**config.mk**
```make
export PLATFORM = sky130hd
export DESIGN_NAME = pong_match_sequencer
export DESIGN_NICKNAME = d
export VERILOG_FILES = /design/src/rtl/pong_match_sequencer.sv
export SDC_FILE = /design/constraint.sdc
export NUM_CORES = 1
export LEC_CHECK = 0
export BUFFER_PORTS_ARGS = -buffer_cell sky130_fd_sc_hd__buf_2
export CAP_MARGIN = 20
export CELL_PAD_IN_SITES_DETAIL_PLACEMENT = 1
export CELL_PAD_IN_SITES_GLOBAL_PLACEMENT = 1
export CORE_UTILIZATION = 45
export CTS_CLUSTER_DIAMETER = 50
export CTS_CLUSTER_SIZE = 28
export DETAILED_ROUTE_END_ITERATION = 8
export PLACE_DENSITY_LB_ADDON = 0.12
export SYNTH_ARGS = -nofsm -noshare
export SYNTH_HDL_FRONTEND = slang
export SYNTH_SLANG_ARGS = --single-unit
```
**constraint.sdc**
```tcl
create_clock -name clk -period 3.6 [get_ports clk]
set_clock_uncertainty 0.15 [all_clocks]
set_input_delay 0.72 -clock clk [delete_from_list [all_inputs] [get_ports clk]]
set_output_delay 0.72 -clock clk [all_outputs]
set_load 0.05 [all_outputs]
```
**src/rtl/pong_match_sequencer.sv**
```systemverilog
// Match-level sequencer for Pong: serve countdown, live play, post-point pause,
// game over, with per-player BCD scores and serve direction selection.
module pong_match_sequencer #(
  parameter int SERVE_TICKS = 60,
  parameter int POINT_TICKS = 30,
  parameter int WIN_SCORE   = 11
) (
  input  logic       clk,
  input  logic       reset,
  input  logic       start,
  input  logic       frame_tick,
  input  logic       p1_point,
  input  logic       p2_point,
  output logic       ball_reset,
  output logic       ball_enable,
  output logic       serve_right,
  output logic [3:0] score_one_tens,
  output logic [3:0] score_one_ones,
  output logic [3:0] score_two_tens,
  output logic [3:0] score_two_ones,
  output logic [2:0] state,
  output logic [1:0] winner
);

  typedef enum logic [2:0] {
    IDLE  = 3'd0,
    SERVE = 3'd1,
    PLAY  = 3'd2,
    POINT = 3'd3,
    OVER  = 3'd4
  } state_t;

  localparam logic [6:0] SERVE_LOAD = 7'(SERVE_TICKS);
  localparam logic [6:0] POINT_LOAD = 7'(POINT_TICKS);
  localparam logic [6:0] WIN_BIN    = 7'(WIN_SCORE);

  state_t     state_q, state_d;
  logic [6:0] timer_q, timer_d;
  logic [6:0] bin_one_q, bin_one_d, bin_two_q, bin_two_d;
  logic [7:0] bcd_one_q, bcd_one_d, bcd_two_q, bcd_two_d;
  logic       serve_d, ball_reset_d, ball_enable_d;
  logic [1:0] winner_d;

  // Two-digit BCD increment that sticks at 99.
  function automatic logic [7:0] bcd_inc(input logic [7:0] bcd);
    if (bcd == 8'h99) return bcd;
    if (bcd[3:0] == 4'd9) return {bcd[7:4] + 4'd1, 4'd0};
    return {bcd[7:4], bcd[3:0] + 4'd1};
  endfunction

  function automatic logic [6:0] bin_inc(input logic [6:0] bin);
    return (bin == 7'd99) ? bin : bin + 7'd1;
  endfunction

  always_comb begin
    state_d   = state_q;
    timer_d   = timer_q;
    bin_one_d = bin_one_q;
    bin_two_d = bin_two_q;
    bcd_one_d = bcd_one_q;
    bcd_two_d = bcd_two_q;
    serve_d   = serve_right;
    winner_d  = winner;

    case (state_q)
      IDLE, OVER: begin
        if (start) begin
          state_d   = SERVE;
          timer_d   = SERVE_LOAD;
          bin_one_d = '0;
          bin_two_d = '0;
          bcd_one_d = '0;
          bcd_two_d = '0;
          serve_d   = 1'b1;
          winner_d  = 2'b00;
        end
      end
      SERVE: begin
        if (frame_tick) begin
          if (timer_q <= 7'd1) begin
            state_d = PLAY;
            timer_d = '0;
          end else begin
            timer_d = timer_q - 7'd1;
          end
        end
      end
      PLAY: begin
        // Player one takes priority when both pulses land together.
        if (p1_point) begin
          bin_one_d = bin_inc(bin_one_q);
          bcd_one_d = bcd_inc(bcd_one_q);
          serve_d   = 1'b0;
          if (bin_inc(bin_one_q) == WIN_BIN) begin
            state_d  = OVER;
            winner_d = 2'b01;
          end else begin
            state_d = POINT;
            timer_d = POINT_LOAD;
          end
        end else if (p2_point) begin
          bin_two_d = bin_inc(bin_two_q);
          bcd_two_d = bcd_inc(bcd_two_q);
          serve_d   = 1'b1;
          if (bin_inc(bin_two_q) == WIN_BIN) begin
            state_d  = OVER;
            winner_d = 2'b10;
          end else begin
            state_d = POINT;
            timer_d = POINT_LOAD;
          end
        end
      end
      POINT: begin
        if (frame_tick) begin
          if (timer_q <= 7'd1) begin
            state_d = SERVE;
            timer_d = SERVE_LOAD;
          end else begin
            timer_d = timer_q - 7'd1;
          end
        end
      end
      default: state_d = IDLE;
    endcase

    ball_reset_d  = (state_d != PLAY);
    ball_enable_d = (state_d == PLAY);
  end

  always_ff @(posedge clk) begin
    if (!reset) begin
      state_q     <= IDLE;
      timer_q     <= '0;
      bin_one_q   <= '0;
      bin_two_q   <= '0;
      bcd_one_q   <= '0;
      bcd_two_q   <= '0;
      serve_right <= 1'b1;
      winner      <= 2'b00;
      ball_reset  <= 1'b1;
      ball_enable <= 1'b0;
    end else begin
      state_q     <= state_d;
      timer_q     <= timer_d;
      bin_one_q   <= bin_one_d;
      bin_two_q   <= bin_two_d;
      bcd_one_q   <= bcd_one_d;
      bcd_two_q   <= bcd_two_d;
      serve_right <= serve_d;
      winner      <= winner_d;
      ball_reset  <= ball_reset_d;
      ball_enable <= ball_enable_d;
    end
  end

  assign state          = state_q;
  assign score_one_tens = bcd_one_q[7:4];
  assign score_one_ones = bcd_one_q[3:0];
  assign score_two_tens = bcd_two_q[7:4];
  assign score_two_ones = bcd_two_q[3:0];

endmodule

```
==> metrics.csv <==
metric,value,unit
outcome,"complete, no violations",
vias per inst,5.791,
worst setup margin,773.7,ps
worst slew pin tran,937.8,ps
Worst setup SP type,flip-flop,
min-delay worst type,flip-flop to flip-flop,
Crit Path Category,flip-flop to flip-flop,
DR WL/cell,16.08,um
CTS resizes,0,
Final min period,2826,ps
largest cells by area after synthesis,"dfxtp_1 34%, ha_1 5.6%, o21ai_0 4.5%, nor2_1 4.2%, nand2_1 3.9%",
Worst path slowest cell,nor4_1,
register bit total from synthesis,45,
multi-input logic area,1650,sq um
Peak VDD IR,215.2,uV
number of enable flip-flop cells after synthesis,0,
CTS root buf,clkbuf_8,
Worst path max stage delay,720,ps
site row count,27,
share of post-route cells with drive strength above 1,15.65,%
slew margin rel.,36.90,%
WL met1,3.212,mm
"commonest non-fill, non-tap cells in the layout","45 x dfxtp_1, 30 x nor2_1, 29 x buf_2",
"Seq/Total Area, Yosys",33.80,%
Yosys top cell area share,33.80,%
fill cell total of the finished layout,707,
vias in the first global route,2343,
post-route cell area,2930,sq um
GP Congestion,0.8491,
First-pass DRT Iterations,4,
"area leader, netlist",dfxtp_1,
register area,900.9,sq um
clk slew on worst S/H paths,90,ps
Clock Latency Late Sink,300,ps
Final setup viols,0,
post-route non-filler standard cell count,417,
global-route wire length before repair,11.30,mm
Max Cap Viol,0,
total grt overflow,0,
count of cell types in the netlist,62,
Initial Util,47.52,%
die width,78.96,um
largest net degree at the start of global routing,25,
RSZ-0062 raised after global routing,no,
area growth from synthesis to layout,9.953,%
Mapped Avg Cell Area,8.354,sq um
placed instance area,2846,sq um
via count,2415,
CORE AREA,5608,sq um
CTS Buf Count,5,
routed wire length,6.705,mm
DRT iter0 DRCs,67,
"Power, Total",1.300,mW
routed wl met3,162,um
Main synth FF type,dfxtp_1,
fin util,52.25,%
Place WS,883.1,ps
Post-CTS Setup Bufs,0,
DRC Markers,0,
global-route usage over all layers,22.99,%
Pwr Density,443.7,nW/um^2
Worst Path Required,3670,ps
full die area,6234,sq um
htree depth,2,
Cells after Synth,319,
Final Hold Fails,0,
CP Cell Sequence,ha_1 -> and4b_1 -> nand4_1 -> a22o_1 -> nor4_1 -> nand2b_1 -> mux2i_1,
synthesized area,2665,sq um
CTS Buffer Depth,2,
pins over their slew limit,0,
hold buffers post-CTS,0,
WHS,317.9,ps
Static Leak,1.188,nW
Max Used Layer,met4,
CP endpoint kind,flip-flop,
Ys Warns,0,
Fmax achieved,0.3538,GHz
Fin Setup TNS,0,ps
CP max FO,7,
Routed Antenna Nets,0,
"commonest non-fill, non-tap cell in the layout",dfxtp_1,
CTS Sinks,45,
DR WL met2,3.254,mm
input/output buffers,29,
initial antenna violation count,0,
nets,362,
Synthesized Nets,337,
Antenna Cells,0,
hpwl dp,5.008,mm
DP Cell Count,409,
async set-or-reset flop fraction in the synthesized netlist,0,%
I/O pin cnt,30,
Die H,78.96,um
CP arrival,2900,ps
CTS tree,yes,
Final Cycle Share,78.51,%
==> area by class of cell <==
type                    instances  area share (%)
clock buffers                   7           2.605
clock inverters                 1          0.2562
inverters                      12           1.537
multi-input cells             249           56.32
flip-flops and latches         45           30.74
well taps                      72           3.074
repair buffers                 31           5.465
==> Yosys cell counts, drive strengths merged, types with 2 or more instances <==
cell type / count
a211oi: 3
a21o: 4
a21oi: 20
a22o: 2
a311oi: 2
a31oi: 6
and3: 6
and3b: 4
and4bb: 2
buf: 6
clkbuf: 7
dfxtp: 45
ha: 12
inv: 12
mux2: 3
mux2i: 6
nand2: 29
nand2b: 6
nand3: 9
nand3b: 5
nand4: 5
nand4b: 3
nand4bb: 2
nor2: 30
nor2b: 3
nor3: 12
nor4: 2
o211ai: 4
o21a: 2
o21ai: 25
o311ai: 2
o31ai: 2
o41ai: 2
or3: 6
xnor2: 4
xor2: 10
==> kinds of logic (layout without fill, tap and decap cells) <==
logic type	after synthesis	after routing	share of synthesized area (%)
muxes	9	9	3.521
buffers and inverters	25	51	4.272
adders and majority gates	12	12	5.634
DFF	45	45	33.80
xor gates and xnor gates	14	14	4.601
AOI/OAI and AO/OA	83	83	20.33
and+or+nand+nor	131	131	27.84
==> flip-flops by register name (all words and copies together), names as in the netlist <==
name	cells
ball_enable	1
ball_reset	1
bcd_one_q	8
bcd_two_q	8
bin_one_q	7
bin_two_q	7
serve_right	1
state	3
timer_q	7
winner	2
==> final timing paths <==
| kind | from | depth (start not counted) | to | slack, ps |
|---|---|---|---|---|
| min | serve_right$_SDFFE_PN1P_ | 1 | serve_right$_SDFFE_PN1P_ | 320 |
| max reg2reg | bin_two_q[1]$_SDFFE_PN0P_ | 7 | timer_q[4]$_SDFFE_PN0P_ | 770 |
| max | bin_two_q[1]$_SDFFE_PN0P_ | 7 | timer_q[4]$_SDFFE_PN0P_ | 770 |
| min reg2reg | serve_right$_SDFFE_PN1P_ | 1 | serve_right$_SDFFE_PN1P_ | 320 |
==> per-layer routing <==
metal | vias up | GRT usage [%]
li1 | 1210 | -
met2 | 28 | 38.35
met5 | - | 0
met4 | 0 | 6.000
met1 | 1170 | 30.36
met3 | 7 | 4.368
==> where the power goes <==
part | switching (mW) | total [mW] | internal (mW)
Clock | 0.177 | 0.315 | 0.138
Sequential | 0.0511 | 0.584 | 0.533
Combinational | 0.252 | 0.401 | 0.149
Total | 0.480 | 1.30 | 0.820
==> critical path, delay by kind of cell, from the launching register on <==
kind	cells	cell delay, ps
simple gates	4	1460
compound gates	1	210
mux	1	230
flops	1	400
fa+ha+maj	1	300
(Power assumes the default switching activity.)
